--- src/rtl/rfsc_pkg.sv ---
// Shared constants and state encoding for the RFSC peak selector.
package rfsc_pkg;

    localparam int AC_W  = 11;
    localparam int N_CH  = 8;
    localparam int IDX_W = 3;

    localparam logic [AC_W-1:0] THRESH_DEF = 11'd64;

    typedef enum logic [1:0] {
        IDLE = 2'd0,
        SCAN = 2'd1,
        DONE = 2'd2
    } state_t;

endpackage

--- src/rtl/rfsc_max_step.sv ---
// One compare/select step: the candidate replaces the best only if strictly
// greater, so the earliest (lowest index) of equal values is kept.
module rfsc_max_step
    import rfsc_pkg::*;
(
    input  logic [AC_W-1:0]  cand_val,
    input  logic [IDX_W-1:0] cand_idx,
    input  logic [AC_W-1:0]  best_val,
    input  logic [IDX_W-1:0] best_idx,
    output logic [AC_W-1:0]  new_val,
    output logic [IDX_W-1:0] new_idx
);

    logic take;

    assign take    = cand_val > best_val;
    assign new_val = take ? cand_val : best_val;
    assign new_idx = take ? cand_idx : best_idx;

endmodule

--- src/rtl/rfsc_peak_select.sv ---
// Snapshots AC1..AC8 on update and scans them serially for the peak channel.
// Define RFSC_PEAK_HOLD_EN for max-hold outputs with a hold_clr input.
module rfsc_peak_select
    import rfsc_pkg::*;
#(
    parameter logic [AC_W-1:0] THRESH = THRESH_DEF
) (
    input  logic             Clk,
    input  logic             Reset,
    input  logic             EN,
    input  logic             update,
`ifdef RFSC_PEAK_HOLD_EN
    input  logic             hold_clr,
`endif
    input  logic [AC_W-1:0]  AC1,
    input  logic [AC_W-1:0]  AC2,
    input  logic [AC_W-1:0]  AC3,
    input  logic [AC_W-1:0]  AC4,
    input  logic [AC_W-1:0]  AC5,
    input  logic [AC_W-1:0]  AC6,
    input  logic [AC_W-1:0]  AC7,
    input  logic [AC_W-1:0]  AC8,
    output logic             busy,
    output logic             peak_valid,
    output logic [IDX_W-1:0] peak_idx,
    output logic [AC_W-1:0]  peak_val,
    output logic             no_signal,
    output logic             overrun
);

    state_t            state_q;
    logic [AC_W-1:0]   snap_q [N_CH];
    logic [IDX_W-1:0]  cnt_q;
    logic [AC_W-1:0]   best_val_q;
    logic [IDX_W-1:0]  best_idx_q;
    logic [AC_W-1:0]   best_val_d;
    logic [IDX_W-1:0]  best_idx_d;
    logic              valid_q;
    logic [IDX_W-1:0]  idx_q;
    logic [AC_W-1:0]   val_q;
    logic              nosig_q;
    logic              ovr_q;
    logic              start;
    logic              load;

    assign start = update && EN;

    rfsc_max_step u_step (
        .cand_val (snap_q[cnt_q]),
        .cand_idx (cnt_q),
        .best_val (best_val_q),
        .best_idx (best_idx_q),
        .new_val  (best_val_d),
        .new_idx  (best_idx_d)
    );

`ifdef RFSC_PEAK_HOLD_EN
    // A coincident clear is applied first, so compare against zero then.
    assign load = best_val_q > (hold_clr ? '0 : val_q);
`else
    assign load = 1'b1;
`endif

    always_ff @(posedge Clk or negedge Reset) begin
        if (!Reset) begin
            state_q    <= IDLE;
            cnt_q      <= '0;
            best_val_q <= '0;
            best_idx_q <= '0;
            valid_q    <= 1'b0;
            idx_q      <= '0;
            val_q      <= '0;
            nosig_q    <= 1'b1;
            ovr_q      <= 1'b0;
            for (int i = 0; i < N_CH; i++) begin
                snap_q[i] <= '0;
            end
        end else begin
            valid_q <= 1'b0;
            if (start && state_q != IDLE) begin
                ovr_q <= 1'b1;
            end
`ifdef RFSC_PEAK_HOLD_EN
            if (hold_clr) begin
                idx_q   <= '0;
                val_q   <= '0;
                nosig_q <= 1'b1;
            end
`endif
            case (state_q)
                IDLE: begin
                    if (start) begin
                        snap_q[0]  <= AC1;
                        snap_q[1]  <= AC2;
                        snap_q[2]  <= AC3;
                        snap_q[3]  <= AC4;
                        snap_q[4]  <= AC5;
                        snap_q[5]  <= AC6;
                        snap_q[6]  <= AC7;
                        snap_q[7]  <= AC8;
                        cnt_q      <= '0;
                        best_val_q <= '0;
                        best_idx_q <= '0;
                        state_q    <= SCAN;
                    end
                end
                SCAN: begin
                    best_val_q <= best_val_d;
                    best_idx_q <= best_idx_d;
                    cnt_q      <= cnt_q + 3'd1;
                    if (cnt_q == 3'd7) begin
                        state_q <= DONE;
                    end
                end
                DONE: begin
                    if (load) begin
                        idx_q   <= best_idx_q;
                        val_q   <= best_val_q;
                        nosig_q <= best_val_q < THRESH;
                        valid_q <= 1'b1;
                    end
                    state_q <= IDLE;
                end
                default: state_q <= IDLE;
            endcase
        end
    end

    assign busy       = state_q != IDLE;
    assign peak_valid = valid_q;
    assign peak_idx   = idx_q;
    assign peak_val   = val_q;
    assign no_signal  = nosig_q;
    assign overrun    = ovr_q;

endmodule

--- config.mk ---
export PLATFORM = sky130hd
export DESIGN_NAME = rfsc_peak_select
export DESIGN_NICKNAME = d
export VERILOG_FILES = /design/src/rtl/rfsc_pkg.sv /design/src/rtl/rfsc_max_step.sv /design/src/rtl/rfsc_peak_select.sv
export SDC_FILE = /design/constraint.sdc
export NUM_CORES = 1
export LEC_CHECK = 0
export BUFFER_PORTS_ARGS = -buffer_cell sky130_fd_sc_hd__buf_2
export CORE_MARGIN = 2
export CORE_UTILIZATION = 55
export DETAILED_ROUTE_END_ITERATION = 10
export MAX_ROUTING_LAYER = met4
export PLACE_DENSITY = 0.79
export SLEW_MARGIN = 20
export SYNTH_ARGS = -nofsm -noshare
export SYNTH_HDL_FRONTEND = slang
export SYNTH_SLANG_ARGS = --single-unit
--- constraint.sdc ---
create_clock -name Clk -period 8 [get_ports Clk]
set_clock_uncertainty 0.05 [all_clocks]
set_input_delay 1.6 -clock Clk [delete_from_list [all_inputs] [get_ports Clk]]
set_output_delay 1.6 -clock Clk [all_outputs]
set_load 0.05 [all_outputs]
==> metrics.txt <==
status finished, final reports clean; via-per-instance ratio between 5 and 6; total power divided by cell area approximately 470 nW/um2; Synth cell types 36; TritonCTS Buffers 17; core footprint between 10,000 and 15,000 um2; Clock Tree Buf Depth 2; Worst Tran Pin Value roughly 1 ns; CTS Hold Bufs 0; root buf cell clkbuf_8; DRT Pass-1 Iters 5; antenna-violating nets left 0; Commonest cells post-synth nand2_1, dfrtp_1, clkbuf_1, mux2i_1, o21ai_0; crit end category flip-flop; max_cap viols 0; asr flop ratio synth 1.00; Reg-to-Reg Start cnt_q[0]$_DFFE_PN0P_; CP Launch Point cnt_q[0]$_DFFE_PN0P_; min Tclk post-route approximately 3.7 ns; Post-synth EDFFs 0; wire per inst ~16 um; warnings from Yosys 0; count leader, synth nand2_1; WP data required about 8.4 ns; vias in the first global route between 4,000 and 5,000; detailed-route wire length ~13 mm; CP bufs+invs 1; post-CTS setup repair buffer count 0; Global Route Usage Sum 0.262; CTS Sinks ~120; R2R setup slack 4.28 ns; Clk pin slew, worst setup/hold paths around 0.06 ns; Multi-input gate area approximately 2400 um2; top cells by area, synth dfrtp_1, nand2_1, mux4_1, mux2i_1, ha_1; crit path launch type flip-flop; peak supply drop 202 uV; vias between 4,000 and 5,000; Post-Syn Area per Cell ~9.6 um2; # port buffers roughly 110; H-tree Lvls 4; # diodes 0; Post-Synthesis Cells a little under 600; DRC 0; Die Y 106 um; RSZ-0062 raised after global routing no; HP Start overrun$_DFFE_PN0P_; Hold Path Depth 1; fin area just under 7000 um2; slowest cell on the critical path dfrtp_1; nets between 700 and 800; Worst-Skew Late Latency approximately 0.52 ns; DP HPWL 9.01 mm; Worst Hold Class flip-flop to flip-flop; leakage power total 0.00364 uW; Die X roughly 110 um; Fillers between 700 and 800; Setup TNS Final 0 ns; Synthesized Nets between 600 and 700; worst setup path class flip-flop to flip-flop; layout cells sized above 1 0.221; DP Area 6270 um2; Slew Viols, Final 0; WP depth 9; P&R area growth vs syn 21.3%; Post-Syn Area roughly 5700 um2; final core utilization 0.677; # rows 37; Worst R2R Path Depth 9; Initial Util 0.558; CTS tree yes; num ports 110; post-cts sizing count 0; Max Freq about 0.27 GHz; Final Setup Violations 0; GPL Wtd Cong 0.871; crit-path leading delay family simple AND/OR/NAND/NOR gates; initial antenna violation count 0; total die area roughly 11,000 um2; Iter 0 DRT Violations 263; area leader, netlist dfrtp_1; gr ovfl total 0; crit path cell chain inv_1 -> nor2_1 -> a221oi_1 -> ha_1 -> nand3_1 -> or3_4 -> o21a_4 -> o22ai_4 -> o2bb2ai_1; Seq cells post-synth about 120; Worst path max stage delay ~0.8 ns; dominant synthesized flop cell dfrtp_1; CP Max Fanout 16; slew margin rel. 0.343; Synth top area share 0.541; largest net degree at the start of global routing a little over 90; Final Hold Fails 0; register area share after synthesis 0.546; first-pass GRT wire length 22.0 mm; fin crit share 0.465; Arr. time, crit path 4.10 ns; FF/Latch Area around 3100 um2
==> cell type report <==
class,count,share of cell area
multi-input cells,423,0.344
flip-flops and latches,124,0.450
repair buffers,111,0.0817
clock buffers,17,0.0601
well taps,136,0.0247
clock inverters,15,0.0309
inverters,15,0.00817
==> per-stage QoR <==
| stage | total power, uW | hold WS, ns | std cells | setup slack [ns] |
|---|---|---|---|---|
| after floorplan | 2100 | 0.387 | 594 | 5.11 |
| after global placement | 2370 | 0.400 | 809 | 4.42 |
| after detailed placement | 2430 | 0.406 | 809 | 4.29 |
| after CTS | 3260 | 0.427 | 841 | 4.25 |
| after global routing | 3480 | 0.438 | 841 | 3.98 |
| final | 3240 | 0.419 | 841 | 4.28 |
==> path summary, 6_finish.rpt <==
path / to
max in group asynchronous: cnt_q[1]$_DFFE_PN0P_
worst max-delay path: best_val_q[3]$_DFFE_PN0P_
worst min register to register: overrun$_DFFE_PN0P_
worst min-delay path: overrun$_DFFE_PN0P_
worst max register to register: best_val_q[3]$_DFFE_PN0P_
min in group asynchronous: peak_valid$_DFF_PN0_
==> metal layers <==
| metal | up-vias | GRT usage | wire [um] |
|---|---|---|---|
| met3 | 19 | 0.0458 | 517 |
| met5 | - | - | 0 |
| met1 | 2144 | 0.338 | 5930 |
| met4 | 0 | 0.0855 | 240 |
| met2 | 119 | 0.427 | 6580 |
| li1 | 2150 | - | - |
==> cells in the final DEF, fill, tap and decap left out, types with 2 or more instances in the layout <==
cell / Yosys / layout
o2bb2ai_1: 14 / 14
inv_1: 15 / 15
mux4_1: 10 / 10
nand2_1: 290 / 290
clkbuf_16: 0 / 16
inv_6: 0 / 4
a21oi_1: 3 / 3
o21a_1: 2 / 2
mux2_2: 4 / 4
nand3_1: 6 / 5
o31ai_1: 2 / 2
nor3_1: 2 / 2
clkinv_4: 0 / 6
bufinv_16: 0 / 4
a221oi_1: 9 / 9
ha_1: 13 / 13
nand2b_1: 2 / 2
buf_2: 2 / 108
dfrtp_1: 123 / 122
mux2i_1: 22 / 22
buf_4: 4 / 3
nor2_1: 15 / 15
o21ai_0: 16 / 16
==> power breakdown <==
| group | total, uW | internal, uW | leakage (uW) | switching [uW] |
|---|---|---|---|---|
| Clock | 814 | 512 | 0.000308 | 301 |
| Sequential | 1130 | 921 | 0.00152 | 213 |
| Combinational | 1300 | 503 | 0.00181 | 793 |
| Total | 3240 | 1940 | 0.00364 | 1310 |
==> sequential cells by signal (all words and copies together) (netlist names) <==
name,cells
peak_idx,3
cnt_q,3
overrun,1
peak_valid,1
state_q,2
snap_q,88
no_signal,1
peak_val,11
best_idx_q,3
best_val_q,11
==> worst register-to-register path, delay by kind of cell, from the launching register on <==
kind	cells	cell delay [ns]
simple gates	3	1.19
fa+ha+maj	1	0.37
flops	1	0.80
compound gates	4	1.09
buf+inv	1	0.14
==> cells by family (layout without fill, tap and decap cells) <==
logic type	count (synthesis)	count (layout)	synth area share
flops	124	124	0.546
compound gates	54	54	0.0729
buf+inv	47	158	0.0396
mux	37	37	0.0969
fa+ha+maj	13	13	0.0286
simple gates	319	319	0.216
Note: power is estimated with default switching activity, not from simulation.
